### src/rtl/riscv_mem_pkg.sv
// Shared constants and owner encoding for the data-memory path.
// Imported by the dmem arbiter, its grant logic and its port interface.
package riscv_mem_pkg;

  localparam int DMEM_ADDR_WIDTH = 14;
  localparam int DMEM_DATA_WIDTH = 32;
  localparam int DMEM_WE_WIDTH   = DMEM_DATA_WIDTH / 8;
  localparam int DBG_WAIT_WIDTH  = 4;

  typedef enum logic {
    OWNER_CPU = 1'b0,
    OWNER_DBG = 1'b1
  } owner_e;

endpackage

### src/rtl/dmem_arbiter_if.sv
// Request/response port of the dmem arbiter; one instance per requester.
// A requester uses the master modport, the arbiter uses the slave modport.
interface dmem_arbiter_if
  import riscv_mem_pkg::*;
#(
  parameter int ADDR_WIDTH = DMEM_ADDR_WIDTH,
  parameter int DATA_WIDTH = DMEM_DATA_WIDTH
);

  logic                    req_valid;
  logic                    req_ready;
  logic [ADDR_WIDTH-1:0]   addr;
  logic [DATA_WIDTH/8-1:0] we;
  logic [DATA_WIDTH-1:0]   wdata;
  logic                    rvalid;
  logic [DATA_WIDTH-1:0]   rdata;

  modport master (
    output req_valid, addr, we, wdata,
    input  req_ready, rvalid, rdata
  );

  modport slave (
    input  req_valid, addr, we, wdata,
    output req_ready, rvalid, rdata
  );

endinterface

### src/rtl/arb2_prio_rr.sv
// Two-input grant logic: fixed CPU priority with a bounded debug wait, or
// round-robin. Bit 0 of the request/grant vectors is the CPU, bit 1 debug.
module arb2_prio_rr
  import riscv_mem_pkg::*;
#(
  parameter int CPU_PRIORITY = 1,
  parameter int MAX_DBG_WAIT = 4
) (
  input  logic       clk,
  input  logic       rst,
  input  logic [1:0] i_req,
  output logic [1:0] o_grant
);

  localparam logic [DBG_WAIT_WIDTH-1:0] W_MAX_WAIT = DBG_WAIT_WIDTH'(MAX_DBG_WAIT);
  localparam logic [DBG_WAIT_WIDTH-1:0] W_SAT     = {DBG_WAIT_WIDTH{1'b1}};

  owner_e                    r_last_grant;
  logic [DBG_WAIT_WIDTH-1:0] r_dbg_wait_cnt;

  // Grant selection; nothing is granted while reset is held.
  always_comb begin
    o_grant = 2'b00;
    if (rst) begin
      o_grant = 2'b00;
    end else if (i_req == 2'b11) begin
      if (CPU_PRIORITY != 0) begin
        o_grant = (r_dbg_wait_cnt == W_MAX_WAIT) ? 2'b10 : 2'b01;
      end else begin
        o_grant = (r_last_grant == OWNER_DBG) ? 2'b01 : 2'b10;
      end
    end else begin
      o_grant = i_req;
    end
  end

  // Last-grant history and the debug starvation counter.
  always_ff @(posedge clk) begin
    if (rst) begin
      r_last_grant   <= OWNER_DBG;
      r_dbg_wait_cnt <= '0;
    end else begin
      if (o_grant[1]) begin
        r_last_grant <= OWNER_DBG;
      end else if (o_grant[0]) begin
        r_last_grant <= OWNER_CPU;
      end else begin
        r_last_grant <= r_last_grant;
      end

      if (!i_req[1] || o_grant[1]) begin
        r_dbg_wait_cnt <= '0;
      end else if (r_dbg_wait_cnt != W_SAT) begin
        r_dbg_wait_cnt <= r_dbg_wait_cnt + 4'd1;
      end else begin
        r_dbg_wait_cnt <= r_dbg_wait_cnt;
      end
    end
  end

endmodule

### src/rtl/dmem_arbiter.sv
// Shares the single-port dmem BRAM between the CPU and the debug loader port.
// Muxes the granted request onto the BRAM and steers the next-cycle response.
module dmem_arbiter
  import riscv_mem_pkg::*;
#(
  parameter int ADDR_WIDTH   = DMEM_ADDR_WIDTH,
  parameter int DATA_WIDTH   = DMEM_DATA_WIDTH,
  parameter int CPU_PRIORITY = 1,
  parameter int MAX_DBG_WAIT = 4
) (
  input  logic                    clk,
  input  logic                    rst,
  dmem_arbiter_if.slave           cpu,
  dmem_arbiter_if.slave           dbg,
  output logic                    mem_en,
  output logic [DATA_WIDTH/8-1:0] mem_we,
  output logic [ADDR_WIDTH-1:0]   mem_addr,
  output logic [DATA_WIDTH-1:0]   mem_din,
  input  logic [DATA_WIDTH-1:0]   mem_dout
);

  logic [1:0] w_req;
  logic [1:0] w_grant;
  logic       w_rsp_live;
  logic       w_cpu_rvalid;
  logic       w_dbg_rvalid;

  logic       r_resp_pend;
  owner_e     r_resp_owner;
  logic       r_resp_read;

  assign w_req = {dbg.req_valid, cpu.req_valid};

  arb2_prio_rr #(
    .CPU_PRIORITY (CPU_PRIORITY),
    .MAX_DBG_WAIT (MAX_DBG_WAIT)
  ) u_arb (
    .clk     (clk),
    .rst     (rst),
    .i_req   (w_req),
    .o_grant (w_grant)
  );

  assign cpu.req_ready = w_grant[OWNER_CPU];
  assign dbg.req_ready = w_grant[OWNER_DBG];

  // Request mux onto the BRAM; idle cycles park on the CPU address/data.
  always_comb begin
    mem_en   = |w_grant;
    mem_we   = '0;
    mem_addr = cpu.addr;
    mem_din  = cpu.wdata;
    if (w_grant[OWNER_DBG]) begin
      mem_we   = dbg.we;
      mem_addr = dbg.addr;
      mem_din  = dbg.wdata;
    end else if (w_grant[OWNER_CPU]) begin
      mem_we = cpu.we;
    end else begin
      mem_we = '0;
    end
  end

  // Remember who owns the response arriving from the BRAM next cycle.
  always_ff @(posedge clk) begin
    if (rst) begin
      r_resp_pend  <= 1'b0;
      r_resp_owner <= OWNER_CPU;
      r_resp_read  <= 1'b0;
    end else begin
      r_resp_pend  <= mem_en;
      r_resp_owner <= w_grant[OWNER_DBG] ? OWNER_DBG : OWNER_CPU;
      r_resp_read  <= (mem_we == '0);
    end
  end

  // A response still pending when reset arrives is dropped, not delivered.
  assign w_rsp_live   = r_resp_pend & ~rst;
  assign w_cpu_rvalid = w_rsp_live & (r_resp_owner == OWNER_CPU);
  assign w_dbg_rvalid = w_rsp_live & (r_resp_owner == OWNER_DBG);

  assign cpu.rvalid = w_cpu_rvalid;
  assign dbg.rvalid = w_dbg_rvalid;
  assign cpu.rdata  = (w_cpu_rvalid && r_resp_read) ? mem_dout : '0;
  assign dbg.rdata  = (w_dbg_rvalid && r_resp_read) ? mem_dout : '0;

endmodule

### src/flat_wrapper.sv
// flat-port wrapper written by rule: the top's interface ports become plain ports
module dmem_arbiter_flat import riscv_mem_pkg::*;
#(
  parameter int ADDR_WIDTH   = DMEM_ADDR_WIDTH,
  parameter int DATA_WIDTH   = DMEM_DATA_WIDTH,
  parameter int CPU_PRIORITY = 1,
  parameter int MAX_DBG_WAIT = 4
)
  (clk, rst, mem_en, mem_we, mem_addr, mem_din, mem_dout, cpu_req_valid, cpu_addr, cpu_we, cpu_wdata, cpu_req_ready, cpu_rvalid, cpu_rdata, dbg_req_valid, dbg_addr, dbg_we, dbg_wdata, dbg_req_ready, dbg_rvalid, dbg_rdata);
  dmem_arbiter_if #(.ADDR_WIDTH(ADDR_WIDTH), .DATA_WIDTH(DATA_WIDTH)) cpu_i ();
  dmem_arbiter_if #(.ADDR_WIDTH(ADDR_WIDTH), .DATA_WIDTH(DATA_WIDTH)) dbg_i ();
  input  logic clk;
  input  logic rst;
  output logic mem_en;
  output logic [DATA_WIDTH/8-1:0] mem_we;
  output logic [ADDR_WIDTH-1:0] mem_addr;
  output logic [DATA_WIDTH-1:0] mem_din;
  input  logic [DATA_WIDTH-1:0] mem_dout;
  input wire logic [$bits(cpu_i.req_valid)-1:0] cpu_req_valid;
  input wire logic [$bits(cpu_i.addr)-1:0] cpu_addr;
  input wire logic [$bits(cpu_i.we)-1:0] cpu_we;
  input wire logic [$bits(cpu_i.wdata)-1:0] cpu_wdata;
  output wire logic [$bits(cpu_i.req_ready)-1:0] cpu_req_ready;
  output wire logic [$bits(cpu_i.rvalid)-1:0] cpu_rvalid;
  output wire logic [$bits(cpu_i.rdata)-1:0] cpu_rdata;
  input wire logic [$bits(dbg_i.req_valid)-1:0] dbg_req_valid;
  input wire logic [$bits(dbg_i.addr)-1:0] dbg_addr;
  input wire logic [$bits(dbg_i.we)-1:0] dbg_we;
  input wire logic [$bits(dbg_i.wdata)-1:0] dbg_wdata;
  output wire logic [$bits(dbg_i.req_ready)-1:0] dbg_req_ready;
  output wire logic [$bits(dbg_i.rvalid)-1:0] dbg_rvalid;
  output wire logic [$bits(dbg_i.rdata)-1:0] dbg_rdata;
  assign cpu_i.req_valid = cpu_req_valid;
  assign cpu_i.addr = cpu_addr;
  assign cpu_i.we = cpu_we;
  assign cpu_i.wdata = cpu_wdata;
  assign cpu_req_ready = cpu_i.req_ready;
  assign cpu_rvalid = cpu_i.rvalid;
  assign cpu_rdata = cpu_i.rdata;
  assign dbg_i.req_valid = dbg_req_valid;
  assign dbg_i.addr = dbg_addr;
  assign dbg_i.we = dbg_we;
  assign dbg_i.wdata = dbg_wdata;
  assign dbg_req_ready = dbg_i.req_ready;
  assign dbg_rvalid = dbg_i.rvalid;
  assign dbg_rdata = dbg_i.rdata;
  dmem_arbiter #(.ADDR_WIDTH(ADDR_WIDTH), .DATA_WIDTH(DATA_WIDTH), .CPU_PRIORITY(CPU_PRIORITY), .MAX_DBG_WAIT(MAX_DBG_WAIT)) u_core (.clk(clk), .rst(rst), .cpu(cpu_i), .dbg(dbg_i), .mem_en(mem_en), .mem_we(mem_we), .mem_addr(mem_addr), .mem_din(mem_din), .mem_dout(mem_dout));
endmodule
### config.mk
export PLATFORM = sky130hd
export DESIGN_NAME = dmem_arbiter_flat
export DESIGN_NICKNAME = d
export VERILOG_FILES = /design/src/rtl/riscv_mem_pkg.sv /design/src/rtl/dmem_arbiter_if.sv /design/src/rtl/arb2_prio_rr.sv /design/src/rtl/dmem_arbiter.sv /design/src/flat_wrapper.sv
export SDC_FILE = /design/constraint.sdc
export NUM_CORES = 1
export LEC_CHECK = 0
export ABC_AREA = 0
export BUFFER_PORTS_ARGS = -buffer_cell sky130_fd_sc_hd__buf_2
export CAP_MARGIN = 40
export CORE_AREA = 4 4 97 99
export DETAILED_ROUTE_END_ITERATION = 12
export DIE_AREA = 0 0 101 103
export PLACE_DENSITY_LB_ADDON = 0.05
export SLEW_MARGIN = 25
export SYNTH_ARGS = -nofsm -noshare
export SYNTH_HDL_FRONTEND = slang
export SYNTH_SLANG_ARGS = --single-unit
### constraint.sdc
create_clock -name clk -period 1.9 [get_ports clk]
set_input_delay 0.095 -clock clk [delete_from_list [all_inputs] [get_ports clk]]
set_output_delay 0.095 -clock clk [all_outputs]
set_load 0.02 [all_outputs]
After elaboration in Yosys (flattened, before gate mapping)
Cells that the tools add are included.

operators by class
  bitwise operators = 5
  reduce and logical (&&, ||, !) cells = 7
  multiplexer cells = 10
  equal/unequal tests = 3
  add/sub/neg operators = 1

operators with widths
  operator               number
  $mux W32               3
  $mux W14               1
  $mux W4                2
  $mux W2                3
  $add A4 B1 Y4 const B  1
  $eq A4 B3 Y1 const B   1
  $logic_not A4 Y1       1
  $ne A4 B4 Y1 const B   1
  $reduce_or A2 Y1       2
  $and A1 B1 Y1          3
  $eq A2 B2 Y1 const B   1
  $logic_and A1 B1 Y1    2
  $not A1 Y1             2
  $logic_not A1 Y1       1
  $logic_or A1 B1 Y1     1
  $mux W1                1

word-level totals
  output and inout port bits = 119
  bits in registers = 7

Logic depth before layout (Yosys ltp)
Gate-level depths: netlist of the first run.

  depth in word-level cells = 7
  mapped depth = 6

Hierarchy
A second synthesis of the first run with hierarchy kept.

unflattened totals
  cell total of the unflattened synthesis = 171
  area, all modules = 1,416.4 sq um

by module, submodules not included
  module        cells each  area an instance (sq um)  instances
  dmem_arbiter  144         1,183.6                   1
  arb2_prio_rr  27          232.7                     1

Least setup slack after synthesis of the first run
Ideal clock, no wire load.

  kind = flip-flop to output port
  from = reg u_core.u_arb.r_dbg_wait_cnt[0]
  to = out mem_addr[0]
  arrival time = 1,507 ps
  stages on the path, launching flop included = 7
  path slack = 298 ps
  cell sequence = dfxtp_1 > inv_1 > ha_1 > nand3b_4 > a21oi_4 > buf_6 > mux2_2

between the ends
  longest elaborated chain between the ends = 5

ends and longest elaborated chain
  element                   RTL line            RTL
  start: declaration        arb2_prio_rr.sv:19  logic [DBG_WAIT_WIDTH-1:0] r_dbg_wait_cnt;
  start signal: assignment  arb2_prio_rr.sv:54  r_dbg_wait_cnt <= r_dbg_wait_cnt + 4'd1;
  start signal: assignment  arb2_prio_rr.sv:56  r_dbg_wait_cnt <= r_dbg_wait_cnt;
  $eq A4 B3 Y1              arb2_prio_rr.sv:28  o_grant = (r_dbg_wait_cnt == W_MAX_WAIT) ? 2'b10 : 2'b01;
  $mux W2                   arb2_prio_rr.sv:28
  $mux W2                   arb2_prio_rr.sv:26  end else if (i_req == 2'b11) begin
  $mux W2                   arb2_prio_rr.sv:24  if (rst) begin
  $mux W14                  dmem_arbiter.sv:53  if (w_grant[OWNER_DBG]) begin
  end: declaration          flat_wrapper.sv:16  output logic [ADDR_WIDTH-1:0] mem_addr;

No other way between the ends.

Final worst setup path of the first run
  from = reg u_core.u_arb.r_dbg_wait_cnt[1]
  to = out mem_addr[2]

The elaborated chain is that of the path after synthesis.

==> flow_summary.ini, run 1 <==
[clock_tree]
clock-sinks = 7
cts_tree = done
clock-root-buffer = clkbuf_8
htree_levels = 1
cts_max_path_buffers = 2
clk_pin_slew_ns = 0.04
insertion_delay_ns = 0.23
cts_inserted_buffers = 3

[sta]
finalSetupViolCount = 9
rsz0062_at_grt = yes
final.setup_skew_ns = 0.00464
fin_crit_sh = 1.01
setup_ws_ns = -0.00953
finalSetupTns_ns = -0.0472
max_slew_margin = 0.790
final_max_slew_viol_count = 0
fmax_mhz = 524
period_needed_ns = 1.91
finalHoldViolCount = 0
worstMarginPinSlew_ns = 0.311

[logic_synthesis]
netlist_area_um2 = 1460
synth_top_family_by_area = multiplexers
syn_avg_cell_area_um2 = 8.56
ys_ff_latch = 7
netlist_instances = 170
synth-simple-area-share = 0.375
synth_xor_area_frac = 0.00602
netlist-cell-type-count = 29
syn-num-nets = 308
synth_seq_area_share = 0.0963
synth-compound-area-share = 0.0619
yosys_warnings = 0
muxShareOfSynthArea = 0.376
synthAdderAreaFrac = 0.0172

[routing]
drt-vias-per-instance = 4.15
drc = 0
antenna_left = 0
route.vias.total = 2247
wl_per_cell_um = 15.5
wirelength_um = 8390
initialDrtViolationCount = 34
first_pass_iters = 4

[layout]
final_net_count = 572
drive_gt1_frac = 0.762
seqCellArea_um2 = 141
synthToLayoutAreaGrowth_pct = 149
num_antenna_cells = 0
n_fill_cell = 842
stdcell_area_um2 = 3620
multi_input_area_um2 = 1390

[placement]
place_congestion = 0.748
port_buffers = 254
hpwl_um = 6370
dpl_cell_area_um2 = 2850

[global_route]
track_usage = 0.128
grt_pass1_vias = 2092
antenna_found_initial = 0
grt_max_degree = 33
overflow = 0
grt_pass1_wl_um = 10500

[worst_setup_path]
path_cells = inv_2 -> ha_4 -> nand3b_4 -> a21oi_4 -> buf_12 -> buf_12 -> mux2_2 -> buf_6
cpMaxStageDelayCell = mux2_2
crit_path_start_kind = register
end_kind = primary output
critical_path_class = register to primary output
slowest_delay_ns = 0.34
crit_top_cell = buf_12
path_max_fanout = 6
arrival_ns = 1.81
cp.required_ns = 1.80

[floorplan]
coreArea_um2 = 8550
die_w_um = 101
die_area_um2 = 10400
rows = 34
pin_count = 255
initial_core_util = 0.170
die_y_um = 103

[power]
power.switching_w = 0.000374
netSwitchingFraction = 0.347
power.total_w = 0.00108
combPwrFrac = 0.655
clkPwrFrac = 0.201
vdd_drop_max_mv = 0.153
seq_power_share = 0.144
leakagePower_nw = 2.06
p_int_w = 0.000704
power_density_nw_per_um2 = 298

[min_path]
worstHoldPathType = input port to register

[outcome]
violations = setup timing
outcome = finished, violations left

[run]
maxCapViolations = 0
==> registers in the layout (all words and copies together) (netlist names) <==
| signal | count |
|---|---|
| u_core.r_resp_owner | 1 |
| u_core.r_resp_pend | 1 |
| u_core.r_resp_read | 1 |
| u_core.u_arb.r_dbg_wait_cnt | 4 |
==> path summary, 6_finish.rpt <==
kind | start | endpoint | slack (ns) | cells after the start
hold reg to reg | u_core.u_arb.r_dbg_wait_cnt[3] | u_core.u_arb.r_dbg_wait_cnt[3] | 0.59 | 2
setup reg to reg | u_core.u_arb.r_dbg_wait_cnt[1] | u_core.u_arb.r_dbg_wait_cnt[3] | 0.67 | 6
hold / removal | rst | u_core.r_resp_read | 0.16 | 2
setup / recovery | u_core.u_arb.r_dbg_wait_cnt[1] | mem_addr[2] | -0.01 | 8
==> final cells by class <==
type	instances	area share
Multi-Input combinational cell	147	0.383
Sequential cell	7	0.0391
Clock buffer	4	0.0124
Tap cell	108	0.0373
Inverter	2	0.00207
Timing Repair Buffer	273	0.526
==> critical path: cells and delay by family (launching register included) <==
kind / cells / cell delay (ns)
compound gates: 1 / 0.20
flops: 1 / 0.31
buf+inv: 4 / 0.50
fa+ha+maj: 1 / 0.15
mux: 1 / 0.34
simple gates: 1 / 0.09
==> what timing repair did <==
item                                    4_1_cts  5_1_grt
cloned                                        3        5
endpoints found under the setup margin       46       50
gates resized for setup                      39      117
hold buffers                                  0        0
pin swaps                                     1        6
setup buffers                                 3        1
==> metal layers <==
metal | GRT usage | part of all wire | vias up
met3 | 0.0345 | 0.11 | 8
li1 | - | - | 1109
met5 | 0 | 0 | -
met2 | 0.258 | 0.56 | 133
met4 | 0.0450 | 0.015 | 0
met1 | 0.123 | 0.32 | 997
==> power groups by stage <==
stage / clock [W] / combinational [W] / sequential (W)
floorplan: 0 / 0.000262 / 0.000157
global placement: 0 / 0.000502 / 0.000157
detailed placement: 0 / 0.000502 / 0.000157
CTS: 0.000220 / 0.000562 / 0.000155
global route: 0.000224 / 0.000749 / 0.000156
finish: 0.000217 / 0.000705 / 0.000155
==> synth_stat cells <==
| cell | instances | area (um^2) |
|---|---|---|
| nand4b_1 | 2 | 17.5 |
| nand2b_1 | 1 | 6.26 |
| nand3_1 | 2 | 10.0 |
| mux2_2 | 41 | 462 |
| nand3b_4 | 1 | 20.0 |
| buf_6 | 5 | 56.3 |
| a31oi_1 | 1 | 6.26 |
| nor2_1 | 6 | 22.5 |
| o41ai_1 | 1 | 8.76 |
| buf_2 | 1 | 5.00 |
| nand2_1 | 1 | 3.75 |
| mux2i_1 | 1 | 10.0 |
| nor3_1 | 2 | 10.0 |
| o21ai_0 | 1 | 5.00 |
| a21oi_1 | 2 | 10.0 |
| a311oi_1 | 1 | 8.76 |
| a22o_1 | 4 | 35.0 |
| nand3b_1 | 1 | 7.51 |
| dfxtp_1 | 7 | 140 |
| nor3b_1 | 3 | 22.5 |
| ha_1 | 2 | 25.0 |
| inv_1 | 2 | 7.51 |
| mux2_4 | 5 | 75.1 |
| a21oi_4 | 1 | 16.3 |
| or4_1 | 1 | 7.51 |
| xnor2_1 | 1 | 8.76 |
| and2_1 | 64 | 400 |
| and3b_1 | 2 | 17.5 |
| clkbuf_1 | 8 | 30.0 |
==> placed cells by master (no fill, tap or decap), drive strengths merged, types with 2 or more instances in the layout <==
cell type,instances
ha,2
nor3,2
a22o,4
inv,2
buf,269
nor3b,3
mux2,46
and3b,2
a21oi,3
nand4b,2
and2,64
nand3b,2
dfxtp,7
nor2,6
nand3,2
clkbuf,8
==> through the flow <==
stage | hold WS (ns) | util | instances | setup slack (ns)
after floorplan | 0.226 | - | 170 | 0.298
after global placement | 0.400 | 0.333 | 525 | 0.180
after detailed placement | 0.398 | 0.333 | 525 | 0.172
after CTS | 0.161 | 0.365 | 535 | -0.0535
after global routing | 0.179 | 0.423 | 541 | -0.0702
final | 0.161 | 0.423 | 541 | -0.00953
==> logic make-up (layout without fill, tap and decap cells) <==
logic type / after synthesis / after routing
flip-flops: 7 / 7
AO/OA/AOI/OAI: 11 / 11
XOR/XNOR: 1 / 1
buffers and inverters: 16 / 279
adder cells (fa/ha/maj): 2 / 2
AND/OR/NAND/NOR: 86 / 86
multiplexers: 47 / 47
Power figures use the tool's default switching activity.
==> inputs of run 2 (changes only) <==
--- a/config.mk
+++ b/config.mk
@@ -12,6 +12,7 @@
 export DETAILED_ROUTE_END_ITERATION = 12
 export DIE_AREA = 0 0 101 103
 export PLACE_DENSITY_LB_ADDON = 0.05
+export SKIP_CTS_REPAIR_TIMING = 1
 export SLEW_MARGIN = 25
 export SYNTH_ARGS = -nofsm -noshare
 export SYNTH_HDL_FRONTEND = slang
==> run 2 against run 1 <==
Clock-buffer cell count did not move. Register-to-register slack improved by 0.04 ns. Non-clock buffer count down 5. Critical endpoint is now mem_addr[11]. Via count is 2.1% lower. Clock power about the same. Cell count is 0.92% lower. Maximum frequency fell by 1.4%. Power decreased by 12%. Core utilization decreased by 4.9 points. Worst setup slack worse by 0.026 ns. Global-route usage decreased by 0.77 points. The flow still finishes with violations (setup timing). Combinational power shrank 18%.
==> flow_summary.ini, run 2 (synthesis gave the netlist of run 1 again) <==
[sta]
period_needed_ns = 1.94
fmax_mhz = 517
finalHoldViolCount = 0
finalSetupTns_ns = -0.519
hold_ws_ns = 0.166
final.setup_skew_ns = 0.00421
rsz0062_at_grt = yes
final_max_slew_viol_count = 0
worstMarginPinSlew_ns = 0.295
setup_ws_ns = -0.0357
max_slew_margin = 0.801
finalSetupViolCount = 30
fin_crit_sh = 1.02

[routing]
wl_per_cell_um = 14.5
wirelength_um = 7760
first_pass_iters = 4
antenna_left = 0
route.vias.total = 2199
drt-vias-per-instance = 4.10
drc = 0
initialDrtViolationCount = 50

[clock_tree]
clock-root-buffer = clkbuf_8
cts_tree = done
clk_pin_slew_ns = 0.04
clock-sinks = 7
insertion_delay_ns = 0.23
htree_levels = 1
cts_inserted_buffers = 3
cts_max_path_buffers = 2

[worst_setup_path]
rrSetupSlack_ns = 0.71
crit_path_start_kind = register
rr_worst_depth = 5
path_max_fanout = 9
r2r-end = u_core.u_arb.r_dbg_wait_cnt[1]
arrival_ns = 1.84
cp.required_ns = 1.80
critical_path_class = register to primary output
end_kind = primary output
r2r_start = u_core.u_arb.r_dbg_wait_cnt[0]

[placement]
dpl_cell_area_um2 = 2850
port_buffers = 254
hpwl_um = 6370
place_congestion = 0.748

[global_route]
track_usage = 0.120
grt_pass1_wl_um = 9910
grt_pass1_vias = 2016
overflow = 0
antenna_found_initial = 0
grt_max_degree = 37

[power]
vdd_drop_max_mv = 0.137
clkPwrFrac = 0.228
power_density_nw_per_um2 = 297
netSwitchingFraction = 0.362
combPwrFrac = 0.609
p_int_w = 0.000606
leakagePower_nw = 1.84
power.switching_w = 0.000344
seq_power_share = 0.163

[floorplan]
initial_core_util = 0.170
pin_count = 255
coreArea_um2 = 8550
rows = 34
die_y_um = 103
die_w_um = 101
die_area_um2 = 10400

[min_path]
whs_path_depth = 2
hp-start = rst
hold_path_end = u_core.r_resp_read
worstHoldPathType = input port to register

[outcome]
outcome = finished, violations left
violations = setup timing

[layout]
stdcell_area_um2 = 3200
largest_register_ffs = 4
drive_gt1_frac = 0.762
mostFrequentLayoutCell = buf_2
final_net_count = 567
num_antenna_cells = 0
n_fill_cell = 896
synthToLayoutAreaGrowth_pct = 120
postLayoutCoreUtil = 0.374
top_register = u_core.u_arb.r_dbg_wait_cnt
final_cell_mix = buf_2, and2_1, mux2_2

[run]
maxCapViolations = 0
## run 2: worst max path at each step
| stage | startpoint | endpoint | cells after the start | slack (ns) |
|---|---|---|---|---|
| 3_5_place_dp | u_core.u_arb.r_dbg_wait_cnt[1] | mem_addr[3] | 7 | 0.17 |
| 5_1_grt | u_core.u_arb.r_dbg_wait_cnt[0] | mem_addr[11] | 8 | -0.1 |
| 4_1_cts | u_core.u_arb.r_dbg_wait_cnt[1] | mem_din[26] | 7 | -0.08 |
| 3_3_place_gp | u_core.u_arb.r_dbg_wait_cnt[1] | mem_din[4] | 7 | 0.18 |
| 6_report | u_core.u_arb.r_dbg_wait_cnt[0] | mem_addr[11] | 8 | -0.04 |
| 2_1_floorplan | u_core.u_arb.r_dbg_wait_cnt[0] | mem_addr[0] | 6 | 0.30 |
## run 2: final cells by class
| cell class | instances | area, um^2 | area share |
|---|---|---|---|
| inverter | 2 | 7.51 | 0.00235 |
| timing repair buffer | 268 | 1600 | 0.501 |
| tap | 108 | 135 | 0.0423 |
| multi-input combinational | 147 | 1260 | 0.396 |
| clock buffer | 4 | 45.0 | 0.0141 |
| sequential | 7 | 143 | 0.0446 |
## run 2: through the flow
stage	setup WS, ns	total power, W	std cells
final	-0.0357	0.000950	536
after global routing	-0.0956	0.00100	536
after CTS	-0.0839	0.000878	529
after detailed placement	0.172	0.000659	525
after global placement	0.180	0.000660	525
after floorplan	0.298	0.000420	170
## run 2: worst max-delay path: stages, from the launching register on
cell       delay [ns]
dfxtp_2          0.31
inv_2            0.07
ha_4             0.15
nand3b_4         0.10
a21oi_4          0.15
buf_12           0.16
clkbuf_16        0.16
mux2_2           0.33
buf_2            0.16
## run 2: power by group through the flow
stage	registers, W	clock network, W	logic (W)
3_5_place_dp	0.000157	0	0.000502
6_report	0.000155	0.000216	0.000578
2_1_floorplan	0.000157	0	0.000262
3_3_place_gp	0.000157	0	0.000502
5_1_grt	0.000156	0.000227	0.000622
4_1_cts	0.000155	0.000220	0.000504
## run 2: routing by layer
metal / up-vias / wire length [um] / part of all wire / global-route usage
met1: 964 / 2500 / 0.32 / 0.117
met5: - / 0 / 0 / 0
li1: 1098 / - / - / -
met3: 6 / 853 / 0.11 / 0.0298
met4: 0 / 85 / 0.011 / 0.0368
met2: 131 / 4320 / 0.56 / 0.245
==> inputs of run 3 (changes only) <==
--- a/config.mk
+++ b/config.mk
@@ -6,11 +6,12 @@
 export NUM_CORES = 1
 export LEC_CHECK = 0
 export ABC_AREA = 0
-export BUFFER_PORTS_ARGS = -buffer_cell sky130_fd_sc_hd__buf_2
+export ABC_CLOCK_PERIOD_IN_PS = 1900
 export CAP_MARGIN = 40
-export CORE_AREA = 4 4 97 99
+export CORE_AREA = 4 4 96 98
 export DETAILED_ROUTE_END_ITERATION = 12
-export DIE_AREA = 0 0 101 103
+export DIE_AREA = 0 0 100 102
+export DONT_BUFFER_PORTS = 1
 export PLACE_DENSITY_LB_ADDON = 0.05
 export SKIP_CTS_REPAIR_TIMING = 1
 export SLEW_MARGIN = 25
==> run 3 against run 2 <==
The flow now finishes without violations. Sequential power about the same. Flip-flop and latch count unchanged. Hold slack worse by 0.15 ns. Routed wire length down 14%. Largest cell class is now multi-input combinational cells. Largest power group unchanged.
==> flow_summary.ini, run 3 (synthesis gave the netlist of run 1 again) <==
[floorplan]
initial_core_util = 0.172
die_area_um2 = 10200
pin_count = 255
coreArea_um2 = 8470
die_y_um = 102
rows = 34
die_w_um = 100

[global_route]
grt_pass1_vias = 1311
antenna_found_initial = 0
grt_pass1_wl_um = 7650
overflow = 0
track_usage = 0.0970
grt_max_degree = 52

[routing]
first_pass_iters = 4
wl_met2_um = 3710
route.vias.total = 1366
wl_met1_um = 2310
highest_layer = met4
initialDrtViolationCount = 27
drt-vias-per-instance = 4.81
met3RoutedLength_um = 666
antenna_left = 0
drc = 0
wl_per_cell_um = 23.6
wirelength_um = 6700

[clock_tree]
clock-root-buffer = clkbuf_8
cts_inserted_buffers = 3
cts_tree = done
insertion_delay_ns = 0.23
cts_max_path_buffers = 2
clock-sinks = 7
htree_levels = 1
clk_pin_slew_ns = 0.04

[min_path]
hp-start = cpu_req_valid
hold_path_end = u_core.r_resp_pend
worstHoldPathType = input port to register
whs_path_depth = 2

[sta]
final_max_slew_viol_count = 0
max_slew_margin = 0.698
hold_ws_ns = 0.0177
finalHoldViolCount = 0
fmax_mhz = 538
setup_ws_ns = 0.0403
final.setup_skew_ns = 0.00132
period_needed_ns = 1.86
fin_crit_sh = 0.979
worstMarginPinSlew_ns = 0.452
finalSetupViolCount = 0

[worst_setup_path]
r2r_start = u_core.u_arb.r_dbg_wait_cnt[1]
rr_worst_depth = 7
crit_path_start_kind = register
r2r-end = u_core.r_resp_read
path_max_fanout = 6
rrSetupSlack_ns = 0.18
end_kind = primary output
arrival_ns = 1.76
critical_path_class = register to primary output
cp.required_ns = 1.80

[layout]
postLayoutCoreUtil = 0.225
drive_gt1_frac = 0.403
mostFrequentLayoutCell = and2_1
num_antenna_cells = 0
largest_register_ffs = 4
stdcell_count = 284
final_cell_mix = and2_1, mux2_4, mux2_2
final_net_count = 315
top_register = u_core.u_arb.r_dbg_wait_cnt
synthToLayoutAreaGrowth_pct = 31.0

[placement]
place_congestion = 0.791
place_inst = 269
pre_cts_slack_ns = 0.151
hpwl_um = 5330
port_buffers = 0

[power]
vdd_drop_max_mv = 0.165
power.total_w = 0.000718
power_density_nw_per_um2 = 377
leakagePower_nw = 0.765

[run]
maxCapViolations = 0

[outcome]
outcome = finished, final reports clean
[run 3: changes by cell type in the layout (fill, tap and decap cells not counted), sizes merged]
cell         before  now
buf             265   10
dlygate4sd3       0    3
[run 3: report_power, final]
group | switching (W) | leakage (nW) | total, W | internal [W]
Combinational | 0.000202 | 0.684 | 0.000350 | 0.000148
Clock | 0.0000671 | 0.0228 | 0.000213 | 0.000145
Sequential | 0.00000396 | 0.0585 | 0.000156 | 0.000152
[run 3: critical path, cell delays in order (launching register included)]
cell	delay (ns)
dfxtp_4	0.35
inv_2	0.07
ha_4	0.14
nand3b_4	0.10
a21oi_4	0.21
buf_12	0.17
clkbuf_16	0.16
mux2_4	0.34
[run 3: final cells by class]
cell class	count	area [um^2]
Fill cell	917	6560
Multi-Input combinational cell	147	1340
Timing Repair Buffer	16	233
Sequential cell	7	145
Tap cell	108	135
Clock buffer	4	45.0
Inverter	2	7.51
[run 3: how the worst max path moves through the flow]
stage | depth (start not counted) | end | slack (ns) | from
2_1_floorplan | 6 | mem_addr[0] | 0.30 | u_core.u_arb.r_dbg_wait_cnt[0]
6_report | 7 | mem_din[20] | 0.04 | u_core.u_arb.r_dbg_wait_cnt[0]
4_1_cts | 6 | mem_addr[12] | -0.09 | u_core.u_arb.r_dbg_wait_cnt[0]
3_5_place_dp | 6 | mem_din[9] | 0.15 | u_core.u_arb.r_dbg_wait_cnt[0]
5_1_grt | 7 | mem_din[26] | -0.009 | u_core.u_arb.r_dbg_wait_cnt[0]
3_3_place_gp | 6 | mem_addr[1] | 0.19 | u_core.u_arb.r_dbg_wait_cnt[0]
[run 3: per-stage QoR]
stage               TNS, ns  instance area [um^2]
global placement          0                  1560
global route         -0.134                  1910
floorplan                 0                  1460
finish                    0                  1910
CTS                   -3.69                  1600
detailed placement        0                  1560
[run 3: per-layer routing]
| metal | vias to the layer above | track usage |
|---|---|---|
| met1 | 643 | 0.0895 |
| met2 | 126 | 0.200 |
| met3 | 2 | 0.0389 |
| li1 | 595 | - |
| met4 | 0 | 0.0176 |
| met5 | - | 0 |
